**src/rtl/alu_if.sv**
```systemverilog
`default_nettype none
// ============================================================================
//  Module      : alu_if
//  Description : Instruction-in / write-request-out bundle of the execute ALU.
//  Revision    : 1.0  initial release
// ============================================================================
interface alu_if #(
    parameter int DATA_WIDTH = 32,
    parameter int MEM_DEPTH  = 256
);
    localparam int AW = $clog2(MEM_DEPTH);

    logic [DATA_WIDTH-1:0] read_reg0;
    logic [DATA_WIDTH-1:0] read_reg1;
    logic [DATA_WIDTH-1:0] mem_read_data;
    logic [3:0]            opcode;
    logic [10:0]           immd;

    logic                  reg_write_en;
    int unsigned           reg_write_idx;
    logic [DATA_WIDTH-1:0] reg_write_data;
    logic                  mem_write_en;
    logic [AW-1:0]         mem_write_addr;
    logic [DATA_WIDTH-1:0] mem_write_data;

    // Issuing side: decode stage driving instructions in, consuming write requests.
    modport master (
        output read_reg0, read_reg1, mem_read_data, opcode, immd,
        input  reg_write_en, reg_write_idx, reg_write_data,
        input  mem_write_en, mem_write_addr, mem_write_data
    );

    modport slave (
        input  read_reg0, read_reg1, mem_read_data, opcode, immd,
        output reg_write_en, reg_write_idx, reg_write_data,
        output mem_write_en, mem_write_addr, mem_write_data
    );
endinterface
`default_nettype wire

```
**src/rtl/alu.sv**
```systemverilog
`default_nettype none
// ============================================================================
//  Module      : alu
//  Description : Scalar execute stage; combinational datapath, one output register.
//  Revision    : 1.0  initial release
// ============================================================================
module alu #(
    parameter int DATA_WIDTH = 32,
    parameter int MEM_DEPTH  = 256
) (
    input  wire logic clk,
    input  wire logic rst_n,
    alu_if.slave      bus
);
    localparam int AW = $clog2(MEM_DEPTH);

    localparam logic [3:0] OP_ADD   = 4'd1;
    localparam logic [3:0] OP_SUB   = 4'd2;
    localparam logic [3:0] OP_MUL   = 4'd3;
    localparam logic [3:0] OP_DIV   = 4'd4;
    localparam logic [3:0] OP_MIN   = 4'd5;
    localparam logic [3:0] OP_MAX   = 4'd6;
    localparam logic [3:0] OP_AND   = 4'd7;
    localparam logic [3:0] OP_OR    = 4'd8;
    localparam logic [3:0] OP_XOR   = 4'd9;
    localparam logic [3:0] OP_XNOR  = 4'd10;
    localparam logic [3:0] OP_LOAD  = 4'd11;
    localparam logic [3:0] OP_STORE = 4'd12;

    logic [DATA_WIDTH-1:0] a, b;
    logic [DATA_WIDTH-1:0] result;
    logic                  is_reg_op;

    logic                  reg_we_d, reg_we_q;
    int unsigned           reg_idx_d, reg_idx_q;
    logic [DATA_WIDTH-1:0] reg_data_d, reg_data_q;
    logic                  mem_we_d, mem_we_q;
    logic [AW-1:0]         mem_addr_d, mem_addr_q;
    logic [DATA_WIDTH-1:0] mem_data_d, mem_data_q;

    assign a = bus.read_reg0;
    assign b = bus.read_reg1;

    // Divide-by-zero saturates to all ones instead of trapping.
    always_comb begin
        result    = '0;
        is_reg_op = 1'b1;
        case (bus.opcode)
            OP_ADD:  result = a + b;
            OP_SUB:  result = a - b;
            OP_MUL:  result = a * b;
            OP_DIV:  result = (b == '0) ? '1 : (a / b);
            OP_MIN:  result = (b < a) ? b : a;
            OP_MAX:  result = (b > a) ? b : a;
            OP_AND:  result = a & b;
            OP_OR:   result = a | b;
            OP_XOR:  result = a ^ b;
            OP_XNOR: result = ~(a ^ b);
            OP_LOAD: result = bus.mem_read_data;
            default: is_reg_op = 1'b0;
        endcase
    end

    // Idle companions are forced to zero so only the active request carries data.
    always_comb begin
        reg_we_d   = 1'b0;
        reg_idx_d  = '0;
        reg_data_d = '0;
        mem_we_d   = 1'b0;
        mem_addr_d = '0;
        mem_data_d = '0;
        if (is_reg_op) begin
            reg_we_d   = 1'b1;
            reg_idx_d  = {29'd0, bus.immd[10:8]};
            reg_data_d = result;
        end else if (bus.opcode == OP_STORE) begin
            mem_we_d   = 1'b1;
            mem_addr_d = bus.immd[AW-1:0];
            mem_data_d = a;
        end
    end

    always_ff @(posedge clk) begin
        if (!rst_n) begin
            reg_we_q   <= 1'b0;
            reg_idx_q  <= '0;
            reg_data_q <= '0;
            mem_we_q   <= 1'b0;
            mem_addr_q <= '0;
            mem_data_q <= '0;
        end else begin
            reg_we_q   <= reg_we_d;
            reg_idx_q  <= reg_idx_d;
            reg_data_q <= reg_data_d;
            mem_we_q   <= mem_we_d;
            mem_addr_q <= mem_addr_d;
            mem_data_q <= mem_data_d;
        end
    end

    assign bus.reg_write_en   = reg_we_q;
    assign bus.reg_write_idx  = reg_idx_q;
    assign bus.reg_write_data = reg_data_q;
    assign bus.mem_write_en   = mem_we_q;
    assign bus.mem_write_addr = mem_addr_q;
    assign bus.mem_write_data = mem_data_q;

endmodule
`default_nettype wire

```
**src/flat_wrapper.sv**
```systemverilog
// flat-port wrapper written by rule: the top's interface ports become plain ports
module alu_flat 
#(
    parameter int DATA_WIDTH = 32,
    parameter int MEM_DEPTH  = 256
)
  (clk, rst_n, bus_read_reg0, bus_read_reg1, bus_mem_read_data, bus_opcode, bus_immd, bus_reg_write_en, bus_reg_write_idx, bus_reg_write_data, bus_mem_write_en, bus_mem_write_addr, bus_mem_write_data);
  alu_if #(.DATA_WIDTH(DATA_WIDTH), .MEM_DEPTH(MEM_DEPTH)) bus_i ();
  input  wire logic clk;
  input  wire logic rst_n;
  input wire logic [$bits(bus_i.read_reg0)-1:0] bus_read_reg0;
  input wire logic [$bits(bus_i.read_reg1)-1:0] bus_read_reg1;
  input wire logic [$bits(bus_i.mem_read_data)-1:0] bus_mem_read_data;
  input wire logic [$bits(bus_i.opcode)-1:0] bus_opcode;
  input wire logic [$bits(bus_i.immd)-1:0] bus_immd;
  output wire logic [$bits(bus_i.reg_write_en)-1:0] bus_reg_write_en;
  output wire logic [$bits(bus_i.reg_write_idx)-1:0] bus_reg_write_idx;
  output wire logic [$bits(bus_i.reg_write_data)-1:0] bus_reg_write_data;
  output wire logic [$bits(bus_i.mem_write_en)-1:0] bus_mem_write_en;
  output wire logic [$bits(bus_i.mem_write_addr)-1:0] bus_mem_write_addr;
  output wire logic [$bits(bus_i.mem_write_data)-1:0] bus_mem_write_data;
  assign bus_i.read_reg0 = bus_read_reg0;
  assign bus_i.read_reg1 = bus_read_reg1;
  assign bus_i.mem_read_data = bus_mem_read_data;
  assign bus_i.opcode = bus_opcode;
  assign bus_i.immd = bus_immd;
  assign bus_reg_write_en = bus_i.reg_write_en;
  assign bus_reg_write_idx = bus_i.reg_write_idx;
  assign bus_reg_write_data = bus_i.reg_write_data;
  assign bus_mem_write_en = bus_i.mem_write_en;
  assign bus_mem_write_addr = bus_i.mem_write_addr;
  assign bus_mem_write_data = bus_i.mem_write_data;
  alu #(.DATA_WIDTH(DATA_WIDTH), .MEM_DEPTH(MEM_DEPTH)) u_core (.clk(clk), .rst_n(rst_n), .bus(bus_i));
endmodule
```
**config.mk**
```make
export PLATFORM = sky130hd
export DESIGN_NAME = alu_flat
export DESIGN_NICKNAME = d
export VERILOG_FILES = /design/src/rtl/alu_if.sv /design/src/rtl/alu.sv /design/src/flat_wrapper.sv
export SDC_FILE = /design/constraint.sdc
export NUM_CORES = 2
export LEC_CHECK = 0
export ABC_AREA = 1
export BUFFER_PORTS_ARGS = -buffer_cell sky130_fd_sc_hd__buf_2
export CAP_MARGIN = 5
export CORE_MARGIN = 1
export CORE_UTILIZATION = 30
export DETAILED_ROUTE_END_ITERATION = 8
export PLACE_DENSITY = 0.43
export SYNTH_ARGS = -nofsm -noshare
export SYNTH_HDL_FRONTEND = slang
export SYNTH_SLANG_ARGS = --single-unit
```
**constraint.sdc**
```tcl
create_clock -name clk -period 95.9 [get_ports clk]
set_clock_uncertainty 0.1 [all_clocks]
set_input_delay 14.385 -clock clk [delete_from_list [all_inputs] [get_ports clk]]
set_output_delay 14.385 -clock clk [all_outputs]
set_load 0.03 [all_outputs]
```
==> results.sh <==
export IMPL_grt_pass1_vias=53699
export IMPL_worst_slack_ns=8.09
export IMPL_drt_iter0_drc=4131
export IMPL_via_per_inst=5.09
export IMPL_yosys_warnings=0
export IMPL_p_leak_nw=31.4
export IMPL_hold_start="bus_immd[6]"
export IMPL_yosys_area_top_type="ha_1"
export IMPL_num_vias=54542
export IMPL_overflow=0
export IMPL_vdd_drop_max_v=0.0000494
export IMPL_numCtsBuffers=9
export IMPL_start_util=0.303
export IMPL_syn_area_mm2=0.0530
export IMPL_die_w_um=422
export IMPL_clkTransAtPathRegs_ns=0.07
export IMPL_pre_cts_slack_ns=2.55
export IMPL_cp_end_kind="flop"
export IMPL_grt_pass1_wl_um=358000
export IMPL_rows=153
export IMPL_min_to="u_core.bus.mem_write_addr[6]"
export IMPL_ys_types=78
export IMPL_synth_seq_cells=77
export IMPL_worstHoldPathType="in2reg"
export IMPL_place_gp_congestion=0.960
export IMPL_fp_dieArea_mm2=0.178
export IMPL_tightest_slew_ns=1.40
export IMPL_die_h_um=422
export IMPL_yosysMostFrequentCell="nand2_1"
export IMPL_critical_path_max_fanout=31
export IMPL_cts_sinks=77
export IMPL_critPathRequiredTime_ns=96.10
export IMPL_boundaryPins=219
export IMPL_seq_area_frac_synth=0.0291
export IMPL_antenna_found_initial=13
export IMPL_cts_root_buffer="clkbuf_16"
export IMPL_drv_cap=0
export IMPL_h_tree_depth=3
export IMPL_grt_setup_unrepaired="no"
export IMPL_synthToLayoutAreaGrowth_pct=7.75
export IMPL_nets=9651
export IMPL_p_per_area_mw_per_mm2=23.8
export IMPL_startpoint_type="input port"
export IMPL_crit_top_cell="nand2_1"
export IMPL_num_fill_cells=19511
export IMPL_worstSetupPathType="in2reg"
export IMPL_synthesis_instances=8312
export IMPL_slew_viol_final=0
export IMPL_wl_per_cell_um=22.8
export IMPL_core_mm2=0.175
export IMPL_status="finished, final reports clean"
export IMPL_critPathMaxStageDelay_ns=0.46
export IMPL_min_delay_path_depth=3
export IMPL_track_usage=0.269
export IMPL_drtPass1Iterations=6
export IMPL_syn_area_per_cell_um2=6.37
export IMPL_tns_ns=0
export IMPL_cp_arrival_ns=88.01
export IMPL_ys_async_sr_fraction=0
export IMPL_port_buffers=189
export IMPL_final_setup_viol_count=0
export IMPL_ctsLongestPathBuffers=2
export IMPL_synthTopCellsByArea="ha_1 (18%), fa_1 (15%), nand2_1 (15%), inv_1 (11%), a21oi_1 (6.0%)"
export IMPL_dpl_hpwl_um=194000
export IMPL_drive_above_1_share=0.0816
export IMPL_synth_ff_type="dfxtp_1"
export IMPL_synth_top_area_share=0.177
export IMPL_synth_edf_count=0
export IMPL_fmax_mhz=11.4
export IMPL_drc_errors=0
export IMPL_maxSlewHeadroom=0.0600
export IMPL_fin_crit_sh=0.916
export IMPL_cts_hold_buf=0
export IMPL_cp_slowest_cell="or2_2"
export IMPL_synth_common_cells="nand2_1 (2049), inv_1 (1535), ha_1 (750), a21oi_1 (631), nor2_1 (433)"
export IMPL_hold_viol_final=0
export IMPL_min_period_ns=87.81
export IMPL_cts_tree="built"
export IMPL_wirelength_um=245000
export IMPL_grt_max_degree=65
export IMPL_postRouteAntennaNets=0
==> logic make-up after synthesis <==
logic type | Yosys count | share of synthesized area
flops | 77 | 0.0291
mux | 18 | 0.00342
compound gates | 1530 | 0.169
fa+ha+maj | 1160 | 0.332
xor+xnor | 406 | 0.0671
other cells | 1 | 0.0000708
buf+inv | 1897 | 0.142
simple gates | 3223 | 0.257
==> power breakdown <==
group | switching (mW) | total (mW) | internal, mW
Combinational | 0.802 | 1.28 | 0.480
Sequential | 0.00114 | 0.0365 | 0.0353
Clock | 0.0171 | 0.0381 | 0.0209
==> routing by layer <==
| metal | up-vias | part of all wire | global-route usage |
|---|---|---|---|
| met1 | 26159 | 0.44 | 0.352 |
| met5 | - | 0 | 0 |
| met4 | 0 | 0.052 | 0.121 |
| met3 | 340 | 0.040 | 0.0150 |
| li1 | 26604 | - | - |
| met2 | 1439 | 0.46 | 0.453 |
==> cell type report <==
cell class	count	area (um2)	share of cell area
Multi-Input combinational cell	6367	44200	0.775
Inverter	1584	5980	0.105
Tap cell	2325	2910	0.0510
Timing Repair Buffer	336	2070	0.0363
Sequential cell	77	1540	0.0270
Clock buffer	10	239	0.00419
Clock inverter	6	70.1	0.00123
Timing Repair inverter	3	17.5	0.000307
Antenna cell	6	15.0	0.000263
==> state kept, by name (all words and copies together), names as in the netlist <==
register	flops
u_core.bus.mem_write_addr	8
u_core.bus.mem_write_data	32
u_core.bus.mem_write_en	1
u_core.bus.reg_write_data	32
u_core.bus.reg_write_en	1
u_core.bus.reg_write_idx	3
==> cells in the final DEF (no fill, tap or decap), types with 57 or more instances in the layout <==
cell,Yosys,layout
nand2_1,2049,2038
inv_1,1535,1517
ha_1,750,750
a21oi_1,631,627
nor2_1,433,429
o21ai_0,424,417
fa_1,410,410
nand3_1,347,346
xor2_1,235,235
buf_2,32,189
xnor2_1,171,171
buf_4,47,143
dfxtp_1,77,77
nor3_1,77,76
or2_2,66,66
o21ai_1,56,62
nand4_1,57,57
==> critical path, delay by kind of cell <==
| kind | cells | cell delay, ns |
|---|---|---|
| AOI/OAI and AO/OA | 166 | 28.89 |
| and+or+nand+nor | 219 | 27.18 |
| adders and majority gates | 31 | 10.03 |
| buffers and inverters | 60 | 6.52 |
| xor gates and xnor gates | 2 | 0.37 |
| muxes | 1 | 0.34 |
==> metrics by stage <==
stage	area [um2]	cells	util	total power [mW]	hold WS, ns
floorplan	53100	8340	-	0.950	14.40
global placement	56300	10661	0.323	1.32	14.50
detailed placement	56300	10661	0.323	1.32	14.50
CTS	56700	10677	0.324	1.37	14.04
global route	57100	10713	0.327	1.55	14.06
finish	57100	10714	0.327	1.36	14.06
==> worst max path at each step <==
stage	start	endpoint	slack, ns	cells past startpoint
3_3_place_gp	bus_read_reg1[25]	u_core.bus.reg_write_data[0]	3.60	454
2_1_floorplan	bus_read_reg1[0]	u_core.bus.reg_write_data[0]	20.71	487
5_1_grt	bus_read_reg1[8]	u_core.bus.reg_write_data[0]	0.08	489
6_report	bus_read_reg1[30]	u_core.bus.reg_write_data[0]	8.09	479
4_1_cts	bus_read_reg1[25]	u_core.bus.reg_write_data[0]	2.74	458
3_5_place_dp	bus_read_reg1[25]	u_core.bus.reg_write_data[0]	2.55	456
==> timing repair <==
item	CTS	global route
setup endpoints to repair	0	2
hold endpoints to repair	0	0
gates resized for setup	0	59
setup buffers	0	27
Power figures use the tool's default switching activity.
